### config.mk
export PLATFORM = sky130hd
export DESIGN_NAME = mac_acc_pipe
export DESIGN_NICKNAME = d
export VERILOG_FILES = /design/src/rtl/mac_acc_pipe.sv
export SDC_FILE = /design/constraint.sdc
export NUM_CORES = 1
export LEC_CHECK = 0
export ABC_AREA = 1
export BUFFER_PORTS_ARGS = -buffer_cell sky130_fd_sc_hd__buf_2
export CAP_MARGIN = 20
export CORE_ASPECT_RATIO = 1.5
export CORE_UTILIZATION = 53
export DETAILED_ROUTE_END_ITERATION = 10
export GPL_ROUTABILITY_DRIVEN = 0
export PLACE_DENSITY = 0.66
export SLEW_MARGIN = 15
export SYNTH_ARGS = -nofsm -noshare
export SYNTH_HDL_FRONTEND = slang
export SYNTH_SLANG_ARGS = --single-unit
### constraint.sdc
create_clock -name clk -period 11.8 [get_ports clk]
set_input_delay 0.59 -clock clk [delete_from_list [all_inputs] [get_ports clk]]
set_output_delay 0.59 -clock clk [all_outputs]
set_load 0.005 [all_outputs]
### src/rtl/mac_acc_pipe.sv
// rtl/mac_acc_pipe.sv - pipelined signed multiply-accumulate with guard bits and saturation
//
// Purpose:
//    Signed DW x DW multiplier feeding an AW = 2*DW+GW accumulator.
//    The accumulator supports LOAD / ADD / SUB / HOLD.
//    It has a sticky signed-overflow flag and optional output saturation.
//    Every register updates on the falling edge of clk.
//    An operation sampled at edge n completes at edge n+3.
//
// Ports:
//    clk          in   1    clock, registers update on the falling edge
//    reset_n      in   1    asynchronous active-low reset
//    stall        in   1    1 = hold every register, ignore inputs
//    valid_in     in   1    operands/instruction are a real operation
//    instruction  in   3    [1:0] op (00 LOAD, 01 ADD, 10 SUB, 11 HOLD), [2] SAT
//    multiplier   in   DW   signed operand A
//    multiplicand in   DW   signed operand B
//    result       out  PW   accumulator low bits, or saturated value when SAT
//    protect      out  GW   accumulator guard bits
//    valid_out    out  1    one-cycle strobe for a completed operation
//    overflow     out  1    sticky accumulator wrap on ADD/SUB

module mac_acc_pipe #(
   parameter int DW = 16,
   parameter int GW = 8
) (
   input  logic              clk,
   input  logic              reset_n,
   input  logic              stall,
   input  logic              valid_in,
   input  logic [2:0]        instruction,
   input  logic [DW-1:0]     multiplier,
   input  logic [DW-1:0]     multiplicand,
   output logic [2*DW-1:0]   result,
   output logic [GW-1:0]     protect,
   output logic              valid_out,
   output logic              overflow
);

   localparam int PW = 2 * DW;
   localparam int AW = PW + GW;

   localparam logic [1:0] OP_LOAD = 2'b00;
   localparam logic [1:0] OP_ADD  = 2'b01;
   localparam logic [1:0] OP_SUB  = 2'b10;
   localparam logic [1:0] OP_HOLD = 2'b11;

   // Stage 1: captured operands and instruction.
   logic              s1_valid_q;
   logic [2:0]        s1_instr_q;
   logic [DW-1:0]     s1_a_q;
   logic [DW-1:0]     s1_b_q;

   // Stage 2: product.
   // The product is registered a second time (s3_*) so the multiplier has a
   // full cycle of slack. That second register also puts the accumulate edge
   // three edges after sampling.
   logic              s2_valid_q;
   logic [2:0]        s2_instr_q;
   logic [PW-1:0]     s2_p_q;

   logic              s3_valid_q;
   logic [2:0]        s3_instr_q;
   logic [PW-1:0]     s3_p_q;

   // Accumulator and registered outputs.
   logic [AW-1:0]     acc_q;
   logic [PW-1:0]     result_q;
   logic [GW-1:0]     protect_q;
   logic              valid_out_q;
   logic              overflow_q;

   // Accumulate-stage next-state signals.
   logic signed [PW-1:0] prod;
   logic [AW-1:0]     p_ext;
   logic [AW-1:0]     acc_d;
   logic [PW-1:0]     result_d;
   logic              ovf_hit;
   logic              in_range;

   assign prod = $signed(s1_a_q) * $signed(s1_b_q);

   always_comb begin
      p_ext    = {{GW{s3_p_q[PW-1]}}, s3_p_q};
      acc_d    = acc_q;
      ovf_hit  = 1'b0;
      case (s3_instr_q[1:0])
         OP_LOAD: acc_d = p_ext;
         OP_ADD: begin
            acc_d   = acc_q + p_ext;
            // Same-sign operands producing a result of the other sign.
            ovf_hit = (acc_q[AW-1] == p_ext[AW-1]) && (acc_d[AW-1] != acc_q[AW-1]);
         end
         OP_SUB: begin
            acc_d   = acc_q - p_ext;
            // Opposite-sign operands whose result flips away from acc's sign.
            ovf_hit = (acc_q[AW-1] != p_ext[AW-1]) && (acc_d[AW-1] != acc_q[AW-1]);
         end
         OP_HOLD: acc_d = acc_q;
         default: acc_d = acc_q;
      endcase

      // The value fits in PW signed bits when bits [AW-1:PW-1] are all equal.
      in_range = (&acc_d[AW-1:PW-1]) || !(|acc_d[AW-1:PW-1]);
      if (!s3_instr_q[2] || in_range) begin
         result_d = acc_d[PW-1:0];
      end else if (acc_d[AW-1]) begin
         result_d = {1'b1, {(PW-1){1'b0}}};
      end else begin
         result_d = {1'b0, {(PW-1){1'b1}}};
      end
   end

   always_ff @(negedge clk or negedge reset_n) begin
      if (!reset_n) begin
         s1_valid_q  <= 1'b0;
         s1_instr_q  <= '0;
         s1_a_q      <= '0;
         s1_b_q      <= '0;
         s2_valid_q  <= 1'b0;
         s2_instr_q  <= '0;
         s2_p_q      <= '0;
         s3_valid_q  <= 1'b0;
         s3_instr_q  <= '0;
         s3_p_q      <= '0;
         acc_q       <= '0;
         result_q    <= '0;
         protect_q   <= '0;
         valid_out_q <= 1'b0;
         overflow_q  <= 1'b0;
      end else if (!stall) begin
         s1_valid_q  <= valid_in;
         s1_instr_q  <= instruction;
         s1_a_q      <= multiplier;
         s1_b_q      <= multiplicand;

         s2_valid_q  <= s1_valid_q;
         s2_instr_q  <= s1_instr_q;
         s2_p_q      <= prod;

         s3_valid_q  <= s2_valid_q;
         s3_instr_q  <= s2_instr_q;
         s3_p_q      <= s2_p_q;

         valid_out_q <= s3_valid_q;
         // Bubbles leave acc and the visible result untouched.
         if (s3_valid_q) begin
            acc_q      <= acc_d;
            result_q   <= result_d;
            protect_q  <= acc_d[AW-1:PW];
            overflow_q <= overflow_q | ovf_hit;
         end
      end
   end

   assign result    = result_q;
   assign protect   = protect_q;
   assign valid_out = valid_out_q;
   assign overflow  = overflow_q;

endmodule

# Yosys cells after proc, flatten, opt, wreduce, memory -nomap -nowiden
# Cells that the tools add are included.
[op_classes] n_mul=1 n_bitwise=2 n_eq_ne=7 n_reduce_logical=10 mux=4 addsub=2
[ops] op="$pmux W40 S4" n=1
[ops] op="$mux W32" n=2
[ops] op="$add A40 B40 Y40" n=1
[ops] op="$sub A40 B40 Y40" n=1
[ops] op="$mul A16 B16 Y32" n=1
[ops] op="$reduce_and A9 Y1" n=1
[ops] op="$reduce_or A9 Y1" n=1
[ops] op="$eq A2 B2 Y1 const B" n=2
[ops] op="$ne A1 B1 Y1" n=3
[ops] op="$eq A2 B1 Y1 const B" n=1
[ops] op="$logic_and A1 B1 Y1" n=2
[ops] op="$logic_not A1 Y1" n=2
[ops] op="$logic_not A2 Y1" n=1
[ops] op="$logic_or A1 B1 Y1" n=2
[ops] op="$pmux W1 S2" n=1
[ops] op="$reduce_and A2 Y1" n=1
[ops] op="$eq A1 B1 Y1" n=1
[ops] op="$not A1 Y1" n=1
[ops] op="$or A1 B1 Y1" n=1
[word_totals] reg_bits=190 elab_cells=41 out_inout_bits=42

# Longest topological paths before layout
[depth] word_depth=7 ltp_mapped=32 mapped_depth_nobuf=30

==> results.md <==
* Initial antenna violation count at 0
* Worst clock skew at 0.0140 ns
* Worst-Margin Slew at 0.967 ns
* Status: completed
* Worst setup path startpoint: stall
* First-pass GRT wire length at 106000 microns
* Synth warn at 0
* Grt ovf at 0
* Post-CTS Resized at 0
* CP Data Arrival Time at 2.81 ns
* Port buffer count at 80
* Footprint of the multi-input gates at 15700 sq um
* Unique masters post-synth at 58
* Root Driver: clkbuf_16
* Primary FF master, synth: dfrtn_1
* Post-CTS Hold Buffers at 0
* Yosys top cell by area: fa_1
* Core Area at 44100 sq um
* Yosys top cell area share at 22.2%
* Number of synthesized register bits at 182
* Routed wire length at 64900 microns
* DRT Pass-1 Iters at 8
* Number of synthesized flops with an enable pin at 0
* H-tree Lvls at 4
* Mapped Cells at 3399
* Required @ worst endpoint at 6.17 ns
* Most frequent cell after synthesis: nand2_1
* Largest net degree at the start of global routing at 108
* Share of cells above drive strength 1 at 5.79%
* RR Startpoint: s1_a_q[15]$_DFFE_NN0N_
* # Post-CTS Setup Buffers at 0
* Crit path launch type: input port
* Worst-path cell chain: buf_4, clkinv_2, nand2_2, buf_4, inv_2, a31o_2
* Die X at 175 microns
* Max incr delay on CP at 0.52 ns
* CTS tree: done
* Final net count at 3824
* Vias in the first global route at 21592
* Synthesized area at 23800 sq um
* Clock transition at path regs at 0.05 ns
* Fillers at 4292
* Global-route usage over all layers at 29.3%
* Synthesized area per cell at 7.00 sq um
* N_diodes at 0
* Slowest stage cell, crit path: inv_2
* Drt drc at 0
* Initial drt markers at 1244
* Die Ht at 261 microns
* Row Count at 94
* RSZ-0062 raised after global routing: no
* Via-per-instance ratio at 5.35
* Endpoints failing setup at 0
* Hpwl dp at 52600 microns
* HP Class: flip-flop to flip-flop
* Io pins at 81
* Fin. max-slew vios at 0
* Clk_lat worst skew at 0.42 ns
* Maxcap violations at 0
* Worst Setup Path Type: input port to flip-flop
* Clock buffer depth at 2
* Num CTS Buffers at 17
* Initial Util at 53.9%
* Most frequent CP cell: buf_4
* Antenna-violating nets left at 0
* Via Count at 21095
* Critical Path Fanout Max at 59
* Sequential area share after synthesis at 19.1%
* FFs w/ async S/R, synth at 100%
* Setup TNS at 0 ns
* Hold Startpoint: overflow$_DFFE_NN0P_
* Slew Limit Headroom at 35.6%
* CP Capture Type: flip-flop
* Die ar. at 45800 sq um
* Final Hold Violating Endpoints at 0
* Sink Count at 182
* Commonest cells in the netlist: 963 x nand2_1, 735 x inv_1, 264 x fa_1
* Syn nets at 3866
* Synth area leaders: fa_1 22%, dfrtn_1 19%, nand2_1 15%
* Register Area at 4550 sq um
* Wirelength per Cell at 16.4 microns
* Area grow syn2layout at 5.02%
[layout make-up]
| cell class | instances | area share [%] |
|---|---|---|
| clock buffers | 18 | 1.76 |
| clock inverters | 14 | 0.731 |
| inverters | 750 | 11.3 |
| multi-input cells | 2310 | 63.0 |
| flip-flops and latches | 182 | 18.2 |
| well taps | 576 | 2.88 |
| repair buffers | 96 | 2.13 |
[state kept, by name, indices dropped and copies added, names as in the netlist]
name and cells:
acc_q 40, overflow 1, result 32, s1_a_q 16
s1_b_q 16, s1_instr_q 3, s1_valid_q 1, s2_instr_q 3
s2_p_q 32, s2_valid_q 1, s3_instr_q 3, s3_p_q 32
s3_valid_q 1, valid_out 1
[cells in the final DEF, fill, tap and decap left out, types with 3 or more instances in the layout]
cell type  synthesis  layout
a21oi_1          196     196
nand3_2            6       6
o211ai_1           8       8
a32oi_1            3       3
buf_2             20      78
nor3_1            12      12
nor2_2             8       8
inv_8              0       4
nand4_1           11      11
xor2_1            13      13
inv_1            735     733
a211oi_1           4       4
clkbuf_16          0      17
nand3b_1           5       5
inv_6              0       3
fa_1             264     264
ha_1             164     164
a31oi_1           16      16
o21bai_1          13      13
nand2_1          963     962
nand3_1          115     115
clkinv_8           0       4
buf_4             16      17
o21ai_1            6       6
dfrtn_1          182     182
xnor2_1            8       8
inv_2             10      11
a31o_2             8       8
nand2_2            3       4
nor2_1           205     205
or2_2             19      19
clkinv_1           5       5
o221ai_1           5       5
o21ai_0          223     223
nor4_1             3       3
[final timing paths]
kind	endpoint	slack (ns)	cells after the start
max in group asynchronous	result[2]$_DFFE_NN0P_	4.63	2
hold / removal	overflow$_DFFE_NN0P_	0.42	1
setup reg to reg	s2_p_q[31]$_DFFE_NN0N_	4.35	20
min in group asynchronous	s1_b_q[15]$_DFFE_NN0N_	5.93	1
setup / recovery	overflow$_DFFE_NN0P_	3.36	6
hold reg to reg	overflow$_DFFE_NN0P_	0.42	1
[cells by family after synthesis]
logic type	synth area share, %
AND/OR/NAND/NOR	23.0
buffers and inverters	14.7
AO/OA/AOI/OAI	11.5
adder cells (fa/ha/maj)	30.8
flip-flops	19.1
XOR/XNOR	0.773
[critical path: cells and delay by family]
family          cells  cell delay [ns]
compound gates      1             0.40
buf+inv             4             1.58
simple gates        1             0.18
[through the flow]
stage          instance area [sq um]  hold WS (ns)  utilization (%)  worst slack (ns)  instances
3_3_place_gp                   24400         0.412             55.2              2.98       3914
2_1_floorplan                  23800         0.403                -              4.02       3399
6_report                       25000         0.421             56.7              3.36       3946
5_1_grt                        25000         0.433             56.7              3.11       3946
4_1_cts                        25000         0.420             56.7              3.36       3946
3_5_place_dp                   24400         0.417             55.2              2.93       3914
[routing by layer]
layer  track usage, %  up-vias  wire length, microns
li1                 -    10170                     -
met1             33.3    10009                 25100
met2             54.8      711                 33500
met3             2.86      205                  2980
met4             14.4        0                  3250
met5                0        -                     0
Power is left out: the tool's default activity adds up to more than one toggle a clock period on the data nets, which glitch-free logic cannot reach.
